===== config.mk =====
export PLATFORM = sky130hd
export DESIGN_NAME = rip_ctrl_axil
export DESIGN_NICKNAME = d
export VERILOG_FILES = /design/src/rtl/rip_ctrl_axil.sv
export SDC_FILE = /design/constraint.sdc
export NUM_CORES = 1
export LEC_CHECK = 0
export CAP_MARGIN = 20
export CORE_MARGIN = 3
export CORE_UTILIZATION = 30
export CTS_CLUSTER_SIZE = 24
export DETAILED_ROUTE_END_ITERATION = 8
export PLACE_DENSITY = 0.51
export SLEW_MARGIN = 20
export SYNTH_ARGS = -nofsm -noshare
export SYNTH_HDL_FRONTEND = slang
export SYNTH_SLANG_ARGS = --single-unit

===== constraint.sdc =====
create_clock -name clk -period 2.4 [get_ports clk]
set_input_delay 0.24 -clock clk [delete_from_list [all_inputs] [get_ports clk]]
set_output_delay 0.24 -clock clk [all_outputs]
set_load 0.05 [all_outputs]

===== src/rtl/rip_ctrl_axil.sv =====
// rtl/rip_ctrl_axil.sv - AXI4-Lite control/status slave for the RIP core
// Holds AW and W independently, executes a write when both are present, one read outstanding.
module rip_ctrl_axil #(
  parameter int AXIL_ADDR_WIDTH = 32,
  parameter int AXIL_DATA_WIDTH = 32,
  parameter int HEAD_WIDTH      = 32
) (
  input  logic                         clk,
  input  logic                         sys_rst_n,
  output logic                         run,
  input  logic                         busy,
  output logic [HEAD_WIDTH-1:0]        mem_head,
  output logic [HEAD_WIDTH-1:0]        ret_head,
  input  logic [AXIL_ADDR_WIDTH-1:0]   S_AWADDR,
  input  logic                         S_AWVALID,
  output logic                         S_AWREADY,
  input  logic [AXIL_DATA_WIDTH-1:0]   S_WDATA,
  input  logic [AXIL_DATA_WIDTH/8-1:0] S_WSTRB,
  input  logic                         S_WVALID,
  output logic                         S_WREADY,
  output logic [1:0]                   S_BRESP,
  output logic                         S_BVALID,
  input  logic                         S_BREADY,
  input  logic [AXIL_ADDR_WIDTH-1:0]   S_ARADDR,
  input  logic                         S_ARVALID,
  output logic                         S_ARREADY,
  output logic [AXIL_DATA_WIDTH-1:0]   S_RDATA,
  output logic [1:0]                   S_RRESP,
  output logic                         S_RVALID,
  input  logic                         S_RREADY
);
  localparam int AW = AXIL_ADDR_WIDTH;
  localparam int DW = AXIL_DATA_WIDTH;
  localparam int SW = DW / 8;
  localparam int XW = (HEAD_WIDTH > DW) ? HEAD_WIDTH : DW;
  localparam logic [1:0] RESP_OKAY   = 2'b00;
  localparam logic [1:0] RESP_SLVERR = 2'b10;

  logic                  ready_en_q;
  logic                  aw_held_q, aw_held_d;
  logic [AW-1:0]         awaddr_q, awaddr_d;
  logic                  w_held_q, w_held_d;
  logic [DW-1:0]         wdata_q, wdata_d;
  logic [SW-1:0]         wstrb_q, wstrb_d;
  logic                  bvalid_q, bvalid_d;
  logic [1:0]            bresp_q, bresp_d;
  logic                  rvalid_q, rvalid_d;
  logic [DW-1:0]         rdata_q, rdata_d;
  logic [1:0]            rresp_q, rresp_d;
  logic                  run_q, run_d;
  logic                  busy_q;
  logic                  done_q, done_d;
  logic                  err_q, err_d;
  logic [31:0]           cycles_q, cycles_d;
  logic [HEAD_WIDTH-1:0] mem_head_q, mem_head_d;
  logic [HEAD_WIDTH-1:0] ret_head_q, ret_head_d;

  logic          aw_hs, w_hs, ar_hs, wr_exec;
  logic [AW-1:0] wr_addr;
  logic [DW-1:0] wr_data;
  logic [SW-1:0] wr_strb;
  logic [XW-1:0] mem_x, ret_x;
  logic          unused_addr_bits;

  function automatic logic addr_ok(input logic [AW-1:0] a);
    return (a[AW-1:5] == '0) && (a[4:2] <= 3'd4);
  endfunction

  // Byte-lane merge on the bus-width view of a head, then zero-extend/truncate back.
  function automatic logic [HEAD_WIDTH-1:0] head_merge(input logic [HEAD_WIDTH-1:0] cur,
                                                       input logic [DW-1:0] d,
                                                       input logic [SW-1:0] s);
    logic [XW-1:0] x;
    logic [DW-1:0] m;
    x = XW'(cur);
    m = x[DW-1:0];
    for (int i = 0; i < SW; i++) begin
      if (s[i]) m[8*i +: 8] = d[8*i +: 8];
    end
    x = XW'(m);
    return x[HEAD_WIDTH-1:0];
  endfunction

  assign S_AWREADY = ready_en_q & ~aw_held_q & ~bvalid_q;
  assign S_WREADY  = ready_en_q & ~w_held_q & ~bvalid_q;
  assign S_ARREADY = ready_en_q & ~rvalid_q;

  assign aw_hs   = S_AWVALID & S_AWREADY;
  assign w_hs    = S_WVALID & S_WREADY;
  assign ar_hs   = S_ARVALID & S_ARREADY;
  assign wr_exec = (aw_held_q | aw_hs) & (w_held_q | w_hs);
  assign wr_addr = aw_held_q ? awaddr_q : S_AWADDR;
  assign wr_data = w_held_q ? wdata_q : S_WDATA;
  assign wr_strb = w_held_q ? wstrb_q : S_WSTRB;
  assign mem_x   = XW'(mem_head_q);
  assign ret_x   = XW'(ret_head_q);
  assign unused_addr_bits = ^{wr_addr[1:0], S_ARADDR[1:0]};

  always_comb begin
    aw_held_d  = aw_held_q;
    awaddr_d   = awaddr_q;
    w_held_d   = w_held_q;
    wdata_d    = wdata_q;
    wstrb_d    = wstrb_q;
    bvalid_d   = bvalid_q;
    bresp_d    = bresp_q;
    run_d      = 1'b0;
    done_d     = done_q;
    err_d      = err_q;
    cycles_d   = cycles_q;
    mem_head_d = mem_head_q;
    ret_head_d = ret_head_q;

    if (aw_hs) begin
      aw_held_d = 1'b1;
      awaddr_d  = S_AWADDR;
    end
    if (w_hs) begin
      w_held_d = 1'b1;
      wdata_d  = S_WDATA;
      wstrb_d  = S_WSTRB;
    end
    if (bvalid_q && S_BREADY) bvalid_d = 1'b0;
    if (busy && cycles_q != 32'hFFFF_FFFF) cycles_d = cycles_q + 32'd1;

    if (wr_exec) begin
      aw_held_d = 1'b0;
      w_held_d  = 1'b0;
      bvalid_d  = 1'b1;
      bresp_d   = RESP_OKAY;
      if (!addr_ok(wr_addr)) begin
        bresp_d = RESP_SLVERR;
      end else begin
        case (wr_addr[4:2])
          3'd0: if (wr_data[0] && wr_strb[0]) begin
            if (busy) begin
              err_d = 1'b1;
            end else begin
              run_d    = 1'b1;
              done_d   = 1'b0;
              cycles_d = '0;
            end
          end
          3'd1: if (wr_strb[0]) begin
            if (wr_data[1]) done_d = 1'b0;
            if (wr_data[2]) err_d = 1'b0;
          end
          3'd2: if (busy) bresp_d = RESP_SLVERR;
                else mem_head_d = head_merge(mem_head_q, wr_data, wr_strb);
          3'd3: if (busy) bresp_d = RESP_SLVERR;
                else ret_head_d = head_merge(ret_head_q, wr_data, wr_strb);
          default: ;
        endcase
      end
    end

    // Completion must not be lost to a coincident W1C, so the set is applied last.
    if (busy_q && !busy) done_d = 1'b1;
  end

  always_comb begin
    rvalid_d = rvalid_q;
    rdata_d  = rdata_q;
    rresp_d  = rresp_q;
    if (rvalid_q && S_RREADY) rvalid_d = 1'b0;
    if (ar_hs) begin
      rvalid_d = 1'b1;
      rdata_d  = '0;
      rresp_d  = RESP_OKAY;
      if (!addr_ok(S_ARADDR)) begin
        rresp_d = RESP_SLVERR;
      end else begin
        case (S_ARADDR[4:2])
          3'd1:    rdata_d = DW'({err_q, done_q, busy});
          3'd2:    rdata_d = mem_x[DW-1:0];
          3'd3:    rdata_d = ret_x[DW-1:0];
          3'd4:    rdata_d = DW'(cycles_q);
          default: rdata_d = '0;
        endcase
      end
    end
  end

  always_ff @(posedge clk or negedge sys_rst_n) begin
    if (!sys_rst_n) begin
      ready_en_q <= 1'b0;
      aw_held_q  <= 1'b0;
      awaddr_q   <= '0;
      w_held_q   <= 1'b0;
      wdata_q    <= '0;
      wstrb_q    <= '0;
      bvalid_q   <= 1'b0;
      bresp_q    <= 2'b00;
      rvalid_q   <= 1'b0;
      rdata_q    <= '0;
      rresp_q    <= 2'b00;
      run_q      <= 1'b0;
      busy_q     <= 1'b0;
      done_q     <= 1'b0;
      err_q      <= 1'b0;
      cycles_q   <= '0;
      mem_head_q <= '0;
      ret_head_q <= '0;
    end else begin
      ready_en_q <= 1'b1;
      aw_held_q  <= aw_held_d;
      awaddr_q   <= awaddr_d;
      w_held_q   <= w_held_d;
      wdata_q    <= wdata_d;
      wstrb_q    <= wstrb_d;
      bvalid_q   <= bvalid_d;
      bresp_q    <= bresp_d;
      rvalid_q   <= rvalid_d;
      rdata_q    <= rdata_d;
      rresp_q    <= rresp_d;
      run_q      <= run_d;
      busy_q     <= busy;
      done_q     <= done_d;
      err_q      <= err_d;
      cycles_q   <= cycles_d;
      mem_head_q <= mem_head_d;
      ret_head_q <= ret_head_d;
    end
  end

  assign run      = run_q;
  assign mem_head = mem_head_q;
  assign ret_head = ret_head_q;
  assign S_BVALID = bvalid_q;
  assign S_BRESP  = bresp_q;
  assign S_RVALID = rvalid_q;
  assign S_RDATA  = rdata_q;
  assign S_RRESP  = rresp_q;
endmodule


Yosys cells after proc, flatten, opt, wreduce, memory -nomap -nowiden
Index checks and enable logic that the tools add are counted.
{"block": "classes", "n_mux": 41, "reduce_logical": 30, "bitwise_logic": 16, "n_addsub": 1, "order_cmp": 2, "eq_ne": 16}
{"cell": "32-bit 2-to-1 mux", "count": 9}
{"cell": "32-bit case mux with 4 select lines", "count": 1}
{"cell": "27-bit zero test", "count": 2}
{"cell": "5-bit AND reduction", "count": 8}
{"cell": "32-bit by 1-bit adder with 32-bit output (second input constant)", "count": 1}
{"cell": "32-bit != test (second input constant)", "count": 1}
{"cell": "1-bit 2-to-1 mux", "count": 24}
{"cell": "7-bit AND reduction", "count": 2}
{"cell": "2-bit nonzero test", "count": 7}
{"cell": "3-bit by 2-bit equality test with 1-bit output (second input constant)", "count": 4}
{"cell": "3-bit != test (second input constant)", "count": 4}
{"cell": "1-bit AND", "count": 9}
{"cell": "2-bit 2-to-1 mux", "count": 4}
{"cell": "2-bit != test (second input constant)", "count": 4}
{"cell": "1-bit logical AND", "count": 7}
{"cell": "3-bit by 1-bit equality test with 1-bit output (second input constant)", "count": 2}
{"cell": "3-bit <= comparator (second input constant)", "count": 2}
{"cell": "1-bit inverter", "count": 5}
{"cell": "4-bit 2-to-1 mux", "count": 1}
{"cell": "1-bit case mux with 2 select lines", "count": 2}
{"cell": "3-bit equality test (second input constant)", "count": 1}
{"cell": "3-bit zero test", "count": 1}
{"cell": "3-bit nonzero test", "count": 1}
{"cell": "1-bit OR", "count": 2}
{"cell": "other kinds (2)", "count": 2}
{"block": "totals", "out_inout_bits": 106, "ff_bits": 209, "in_bits": 108}

Logic depth before layout (Yosys ltp)
Gate-level depths: netlist (run 1).
{"block": "depth", "ltp_word": 8, "ltp_mapped": 8}

Worst setup path before layout (run 1)
OpenSTA, ideal clock, no wires.
{"block": "synth_timing", "path_type": "flip-flop to flip-flop", "startpoint": "register bvalid_q, in the netlist S_BVALID", "endpoint": "register wdata_q[10]", "period_less_slack_ns": 2.788, "t_arrival_ns": 2.664, "setup_time_ns": 0.125, "n_path_buf": 2, "path_slack_ns": -0.388, "path_stages_with_launch": 8, "cell_sequence": "dfrtp_1 > inv_1 > nand2_1 > nor2_1 > and2_1 > clkbuf_1 > clkbuf_1 > mux2_2"}
{"block": "synth_between", "elab_chain_len": 3}
{"element": "start, declared", "line_no": "45", "text": "logic bvalid_q, bvalid_d;"}
{"element": "start signal, assigned", "line_no": "211", "text": "bvalid_q <= bvalid_d;"}
{"element": "1-bit inverter", "line_no": "85", "text": "assign S_WREADY = ready_en_q & ~w_held_q & ~bvalid_q;"}
{"element": "1-bit AND", "line_no": "85"}
{"element": "named net S_WREADY", "line_no": "20", "text": "output logic S_WREADY,"}
{"element": "1-bit AND", "line_no": "89", "text": "assign w_hs = S_WVALID & S_WREADY;"}
{"element": "end signal, assigned", "line_no": "209", "text": "wdata_q <= wdata_d;"}
{"element": "end, declared", "line_no": "43", "text": "logic [DW-1:0] wdata_q, wdata_d;"}
The timed path passes the listed nets, and every way through them passes these cells.
A chain may end at the register's enable or synchronous reset.

Worst setup path in the final report (run 1)
{"block": "layout_timing", "startpoint": "register aw_held_q", "endpoint": "register mem_head_q[13], in the netlist mem_head[13]"}
{"block": "layout_between", "elab_chain_len": 7, "word_cells_on_any_way": 12}
{"element": "start, declared", "line_no": "40", "text": "logic aw_held_q, aw_held_d;"}
{"element": "start signal, assigned", "line_no": "206", "text": "aw_held_q <= aw_held_d;"}
{"element": "1-bit inverter", "line_no": "84", "text": "assign S_AWREADY = ready_en_q & ~aw_held_q & ~bvalid_q;"}
{"element": "1-bit AND (2 in a row)", "line_no": "84"}
{"element": "1-bit AND", "line_no": "88", "text": "assign aw_hs = S_AWVALID & S_AWREADY;"}
{"element": "1-bit OR", "line_no": "91", "text": "assign wr_exec = (aw_held_q | aw_hs) & (w_held_q | w_hs);"}
{"element": "1-bit AND", "line_no": "91"}
{"element": "5-bit AND reduction (no line) *"}
{"element": "end signal, assigned", "line_no": "221", "text": "mem_head_q <= mem_head_d;"}
{"element": "end, declared", "line_no": "55", "text": "logic [HEAD_WIDTH-1:0] mem_head_q, mem_head_d;"}
Every way passes the cells marked *; elsewhere a longest branch is shown, timed or not.

==> summary.md, run 1 <==
| Metric | Value |
|---|---|
| Outcome | `finished, final reports clean` |
| Min Clock Period, post-route | `2310 ps` |
| Post-DP HPWL | `21.68 mm` |
| Peak supply drop | `0.0004152 V` |
| CTS Sinks | `205` |
| DRC Markers | `0` |
| Flip-flop and latch count after synthesis | `205` |
| Max cap viols | `0` |
| Ant diodes | `0` |
| Post-route setup slack | `90.42 ps` |
| Root buffer cell | `clkbuf_16` |
| Cts bufs inserted | `25` |
| PortBufs | `207` |
| RR Startpoint | `aw_held_q` |
| Critical Path Start | `aw_held_q` |
| Number of top-level pins | `214` |
| Largest stage delay, worst path | `480 ps` |
| Hold WS | `253.0 ps` |
| Drt first pass iters | `6` |
| Hold Crit Class | `in2async` |
| Largest net degree at the start of global routing | `60` |
| Pint | `0.007785 W` |
| Via count | `7474` |
| Leak Pwr | `5.850 nW` |
| Net Switching | `0.003086 W` |
| Yosys warnings | `0` |
| CP Capture Type | `flip-flop` |
| Antenna-violating nets left | `0` |
| PD cells | `783.5 nW/um^2` |
| Crit Path Class | `reg2reg` |
| Final nets | `1181` |
| Placer Congestion | `0.7906` |
| # setup viols final | `0` |
| Via/cell ratio | `4.907` |
| Top cells by area, synth | `dfrtp_1 (52%), mux2_2 (18%), mux2i_1 (3.4%)` |
| Synth Flop Type | `dfrtp_1` |
| Sequential Power Share | `42.0%` |
| Routed wire length | `28.71 mm` |
| CP max stage cell | `dfrtp_2` |
| Worst EP required | `2790 ps` |
| Chip Width | `186.7 um` |
| Cell area after layout | `13880 sq um` |
| Worst Tran Pin Value | `618.1 ps` |
| Startpoint types | `flip-flop` |
| Commonest cells in the synthesized netlist | `dfrtp_1 (205), mux2_2 (159), nand2_1 (57)` |
| Switching Fraction | `28.39%` |
| Post-synthesis sequential area ratio | `52.40%` |
| Post-synth EDFFs | `0` |
| Fin crit share | `96.23%` |
| Core footprint | `31880 sq um` |
| Fillcell total | `3092` |
| Clk Latency, worst-skew pair | `520 ps` |
| CTS tree | `done` |
| GRT Total Usage | `16.45%` |
| Crit-path max FO | `11` |
| Syn Area/Cell | `12.10 sq um` |
| Pre-CTS setup slack | `-326.1 ps` |
| Clock tree buffer depth | `3` |
| Most frequent CP cell | `buf_12` |
| Cell with the most instances after synthesis | `dfrtp_1` |
| Async set or reset register ratio after synthesis | `100.0%` |
| Vias in the first global route | `7906` |
| Syn Inst Count | `809` |
| H-Tree Depth | `1` |
| Area Overhead vs Synth | `41.73%` |
| Clock power share | `34.8%` |
| Max-slew violation count | `0` |
| WP data arrival | `2700 ps` |
| Final global-route overflow total | `0` |
| Starting Density | `30.71%` |
| Die area | `34840 sq um` |
| Synth top area share | `52.40%` |
| Core Util, Final | `43.52%` |
| DP Area | `12940 sq um` |
| Cell Chain, Critical Path | `nor4b_1, nand4_1, a221o_1, buf_12, nor3_4, buf_12, mux2_2` |
| Initial drt markers | `305` |
| Max_slew headroom | `58.80%` |
| Wire per inst | `18.85 um` |
| Yosys top cell by area | `dfrtp_1` |
| Setup Skew | `13.67 ps` |
| Initial antenna violation count | `2` |
| Comb power frac | `23.2%` |
| Final hold viol count | `0` |
| Std cell rows | `65` |
| Netlist cell types | `55` |
| Layout cells sized above 1 | `28.40%` |
| Post-Syn Area | `9791 sq um` |
| DIE HEIGHT | `186.7 um` |
| First-pass GRT wire length | `46.24 mm` |
| Peak Freq | `433.0 MHz` |
| Clock Pin Slew Worst Setup and Hold Paths | `60 ps` |
-- power by group through the flow --
stage          Sequential (W)  Clock [W]  Combinational [W]
6_report              0.00457    0.00378            0.00252
3_3_place_gp          0.00459          0            0.00248
3_5_place_dp          0.00462          0            0.00250
2_1_floorplan         0.00450          0            0.00168
4_1_cts               0.00457    0.00390            0.00252
5_1_grt               0.00468    0.00402            0.00278
-- metrics by stage --
stage                     total power [W]  TNS, ps  cells
after floorplan                  0.006189    -8086    810
after detailed placement         0.007123   -25400   1478
final                             0.01087        0   1523
after CTS                         0.01098        0   1522
after global placement           0.007070   -23730   1478
after global routing              0.01148   -23.71   1523
-- worst max-delay path: cells and delay by family, from the launching register on --
family | cells | cell delay, ps
mux | 1 | 330
buf+inv | 2 | 340
flops | 1 | 480
simple gates | 3 | 630
compound gates | 1 | 380
-- per-layer routing --
layer / share of wire, % / track usage, % / up-vias / routed length (um)
met3: 5.9 / 4.321 / 39 / 1706
met1: 44 / 21.64 / 3700 / 12730
li1: - / - / 3568 / -
met4: 2.2 / 3.722 / 4 / 621
met5: 0.12 / 0 / - / 34
met2: 47 / 27.33 / 163 / 13610
-- registers in the layout (all words and copies together), names as in the netlist, 4 cells and up --
register / flops
mem_head: 32
awaddr_q: 30
wstrb_q: 4
S_RDATA: 32
wdata_q: 32
cycles_q: 32
ret_head: 32
-- worst paths after layout --
check                               endpoint  slack, ps  cells past startpoint
worst max-delay path            mem_head[13]         90                      7
worst min-delay path             wdata_q[28]        250                      2
worst max register to register  mem_head[13]         90                      7
worst min register to register        done_q        450                      1
max in group asynchronous         S_RDATA[1]       1320                      3
min in group clk                    S_RVALID        280                      2
-- placed cells by master, fill, tap and decap left out, drive strengths merged, types with 17 or more instances in the layout --
| master | synthesis | layout |
|---|---|---|
| dfrtp | 205 | 205 |
| clkdlybuf4s50 | 0 | 203 |
| mux2 | 167 | 167 |
| buf | 10 | 71 |
| nand2 | 57 | 57 |
| o21ai | 52 | 52 |
| clkbuf | 32 | 36 |
| mux2i | 33 | 33 |
| a22o | 32 | 32 |
| a21oi | 28 | 28 |
| nor3 | 22 | 22 |
| nand3 | 17 | 17 |
-- kinds of logic (layout without fill, tap and decap cells) --
| group | Yosys count | after routing | synth area share [%] |
|---|---|---|---|
| buf+inv | 51 | 329 | 2.147 |
| compound gates | 150 | 150 | 10.22 |
| flops | 205 | 205 | 52.40 |
| xor+xnor | 2 | 2 | 0.1789 |
| fa+ha+maj | 1 | 1 | 0.1278 |
| mux | 200 | 200 | 22.89 |
| other cells | 2 | 3 | 0.07671 |
| simple gates | 198 | 198 | 11.96 |
-- area by class of cell --
cell class	count	area, sq um	area share, %
inverters	9	33.78	0.2435
clock buffers	35	723.2	5.212
flip-flops and latches	205	5132	36.99
well taps	435	544.3	3.922
multi-input cells	554	4576	32.98
repair buffers	277	2770	19.96
clock inverters	8	96.34	0.6943
-- timing repair --
| action | 4_1_cts | 5_1_grt |
|---|---|---|
| endpoints found under the hold margin | 55 | 0 |
| buffers inserted | 0 | 1 |
| hold buffers | 1 | 0 |
| endpoints found under the setup margin | 79 | 87 |
| resized for setup | 3 | 18 |
| pin swaps | 4 | 10 |
No activity file was read; power rests on OpenSTA's default activity.
==> run 2: changes to the inputs <==
TNS_END_PERCENT = 5   (was unset)
==> run 2 against run 1 <==
  * First-iteration DRC count rose by 20%
  * Wire length rose by 1.0%
  * Total power rose by 3.2%
  * Clock skew rose by 1.7 ps
  * Utilization rose by 0.086 points
  * Register-to-register slack got worse by 20 ps
  * Largest cell class unchanged
  * Die area did not move
  * Highest routed layer unchanged
  * Sequential power barely moved
  * Fmax fell by 0.68%
  * Flip-flop and latch count did not move
  * Non-clock buffer count fell by 4
==> summary.md, run 2 (synthesis gave the netlist of run 1 again) <==
| Metric | Value |
|---|---|
| Worst Tran Pin Value | `677.1 ps` |
| RR Startpoint | `aw_held_q` |
| Fin crit share | `96.89%` |
| Max_slew headroom | `54.86%` |
| Leak Pwr | `5.875 nW` |
| # setup viols final | `0` |
| Clk Latency, worst-skew pair | `520 ps` |
| Number of top-level pins | `214` |
| Final TNS setup | `0 ps` |
| WP data arrival | `2720 ps` |
| Final nets | `1177` |
| Via count | `7476` |
| Most common cell after layout, fill and taps aside | `dfrtp_1` |
| PD cells | `806.6 nW/um^2` |
| Initial drt markers | `365` |
| CTS Sinks | `205` |
| Critical Path Start | `aw_held_q` |
| Max-slew violation count | `0` |
| DIE HEIGHT | `186.7 um` |
| GRT met1 Usage | `21.62%` |
| Cts bufs inserted | `25` |
| Most frequent cells in the layout | `dfrtp_1 (203), clkdlybuf4s50_1 (202), mux2_2 (159), nand2_1 (57), o21ai_0 (52)` |
| Crit-path max FO | `13` |
| Final global-route overflow total | `0` |
| Max cap viols | `0` |
| Fillcell total | `3069` |
| DRC Markers | `0` |
| CP Capture Type | `flip-flop` |
| Multi-input logic area | `4522 sq um` |
| Sequential cell area | `5132 sq um` |
| Core footprint | `31880 sq um` |
| Vias in the first global route | `7751` |
| Peak supply drop | `0.0004944 V` |
| Crit Path Class | `reg2reg` |
| Drt first pass iters | `4` |
| Largest net degree at the start of global routing | `75` |
| Root buffer cell | `clkbuf_16` |
| Met2 GRT Util | `26.87%` |
| Peak Freq | `430.1 MHz` |
| R2R Setup Slk | `70 ps` |
| Placer Congestion | `0.8077` |
| PortBufs | `207` |
| Area Overhead vs Synth | `42.01%` |
| Post-DP HPWL | `21.46 mm` |
| Pre-CTS setup slack | `-340.1 ps` |
| Reg-to-reg endpoint | `ret_head[27]` |
| Startpoint types | `flip-flop` |
| R2R depth | `8` |
| Clock Pin Slew Worst Setup and Hold Paths | `60 ps` |
| Layout cells sized above 1 | `28.11%` |
| Antenna-violating nets left | `0` |
| Initial antenna violation count | `2` |
| Min Clock Period, post-route | `2325 ps` |
| Outcome | `finished, final reports clean` |
| Unrepaired setup endpoints after global routing | `true` |
| Routed wire length | `29.00 mm` |
| Setup Skew | `15.41 ps` |
| GRT Total Usage | `16.33%` |
| Wire per inst | `19.07 um` |
| Via/cell ratio | `4.915` |
| CP Capture Point | `ret_head[27]` |
| Met3 Usage GRT | `4.265%` |
| Hold Crit Class | `in2reg` |
| Clock tree buffer depth | `3` |
| Global route hottest layer | `met2` |
| Die area | `34840 sq um` |
| Worst EP required | `2790 ps` |
| Starting Density | `30.71%` |
| H-Tree Depth | `1` |
| Post-route setup slack | `74.72 ps` |
| Core Util, Final | `43.61%` |
| First-pass GRT wire length | `45.80 mm` |
| Std cell rows | `65` |
| CTS tree | `done` |
| Final hold viol count | `0` |
| Chip Width | `186.7 um` |
## run 2: worst min path at each step
stage | startpoint | endpoint | slack [ps] | depth (start not counted)
floorplan | sys_rst_n | S_BRESP[1] | -60 | 0
global placement | sys_rst_n | wdata_q[30] | 320 | 1
detailed placement | sys_rst_n | wdata_q[30] | 320 | 1
CTS | S_RREADY | S_RVALID | 250 | 2
global route | S_RREADY | S_RVALID | 280 | 2
finish | S_RREADY | S_RVALID | 270 | 2
## run 2: area by class of cell
cell class                 count  share of cell area (%)
antenna                        1                 0.01800
clock buffer                  36                   5.373
clock inverter                 8                   1.188
inverter                       9                  0.2430
multi-input combinational    554                   32.52
sequential                   205                   36.92
tap                          435                   3.915
timing repair buffer         273                   19.83
## run 2: power breakdown
| part | total [W] | internal [W] | leakage (nW) | switching, W |
|---|---|---|---|---|
| Sequential | 0.00457 | 0.00413 | 2.68 | 0.000440 |
| Clock | 0.00415 | 0.00268 | 0.452 | 0.00147 |
| Combinational | 0.00250 | 0.00135 | 2.74 | 0.00115 |
| Total | 0.0112 | 0.00815 | 5.87 | 0.00306 |
## run 2: repair_timing
action	in CTS	in global routing
hold buffers	1	0
hold endpoints to repair	68	0
cloned	0	1
setup buffers	0	1
resized for setup	6	6
pin swaps	2	10
endpoints found under the setup margin	63	97
## run 2: stage by stage
stage	hold slack, ps	std cells	instance area (sq um)	total power [W]
2_1_floorplan	-55.59	810	9797	0.006188
3_3_place_gp	320.2	1473	12900	0.007085
3_5_place_dp	324.8	1473	12900	0.007122
4_1_cts	249.9	1518	13840	0.01137
5_1_grt	277.2	1521	13900	0.01183
6_report	272.4	1521	13900	0.01121
## run 2: metal layers
| metal | share of wire (%) | wire (um) |
|---|---|---|
| met1 | 44 | 12790 |
| met2 | 47 | 13770 |
| met3 | 6.4 | 1845 |
| met4 | 2.0 | 580 |
| met5 | 0.045 | 13 |
## run 2: worst max-delay path, cell delays in order, from the launching register on
cell and delay, ps:
dfrtp_2 480, buf_4 170, nor3_2 180, a22oi_2 110, a221o_1 350, buf_12 190, nor3_4 210, buf_12 160
mux2_2 340
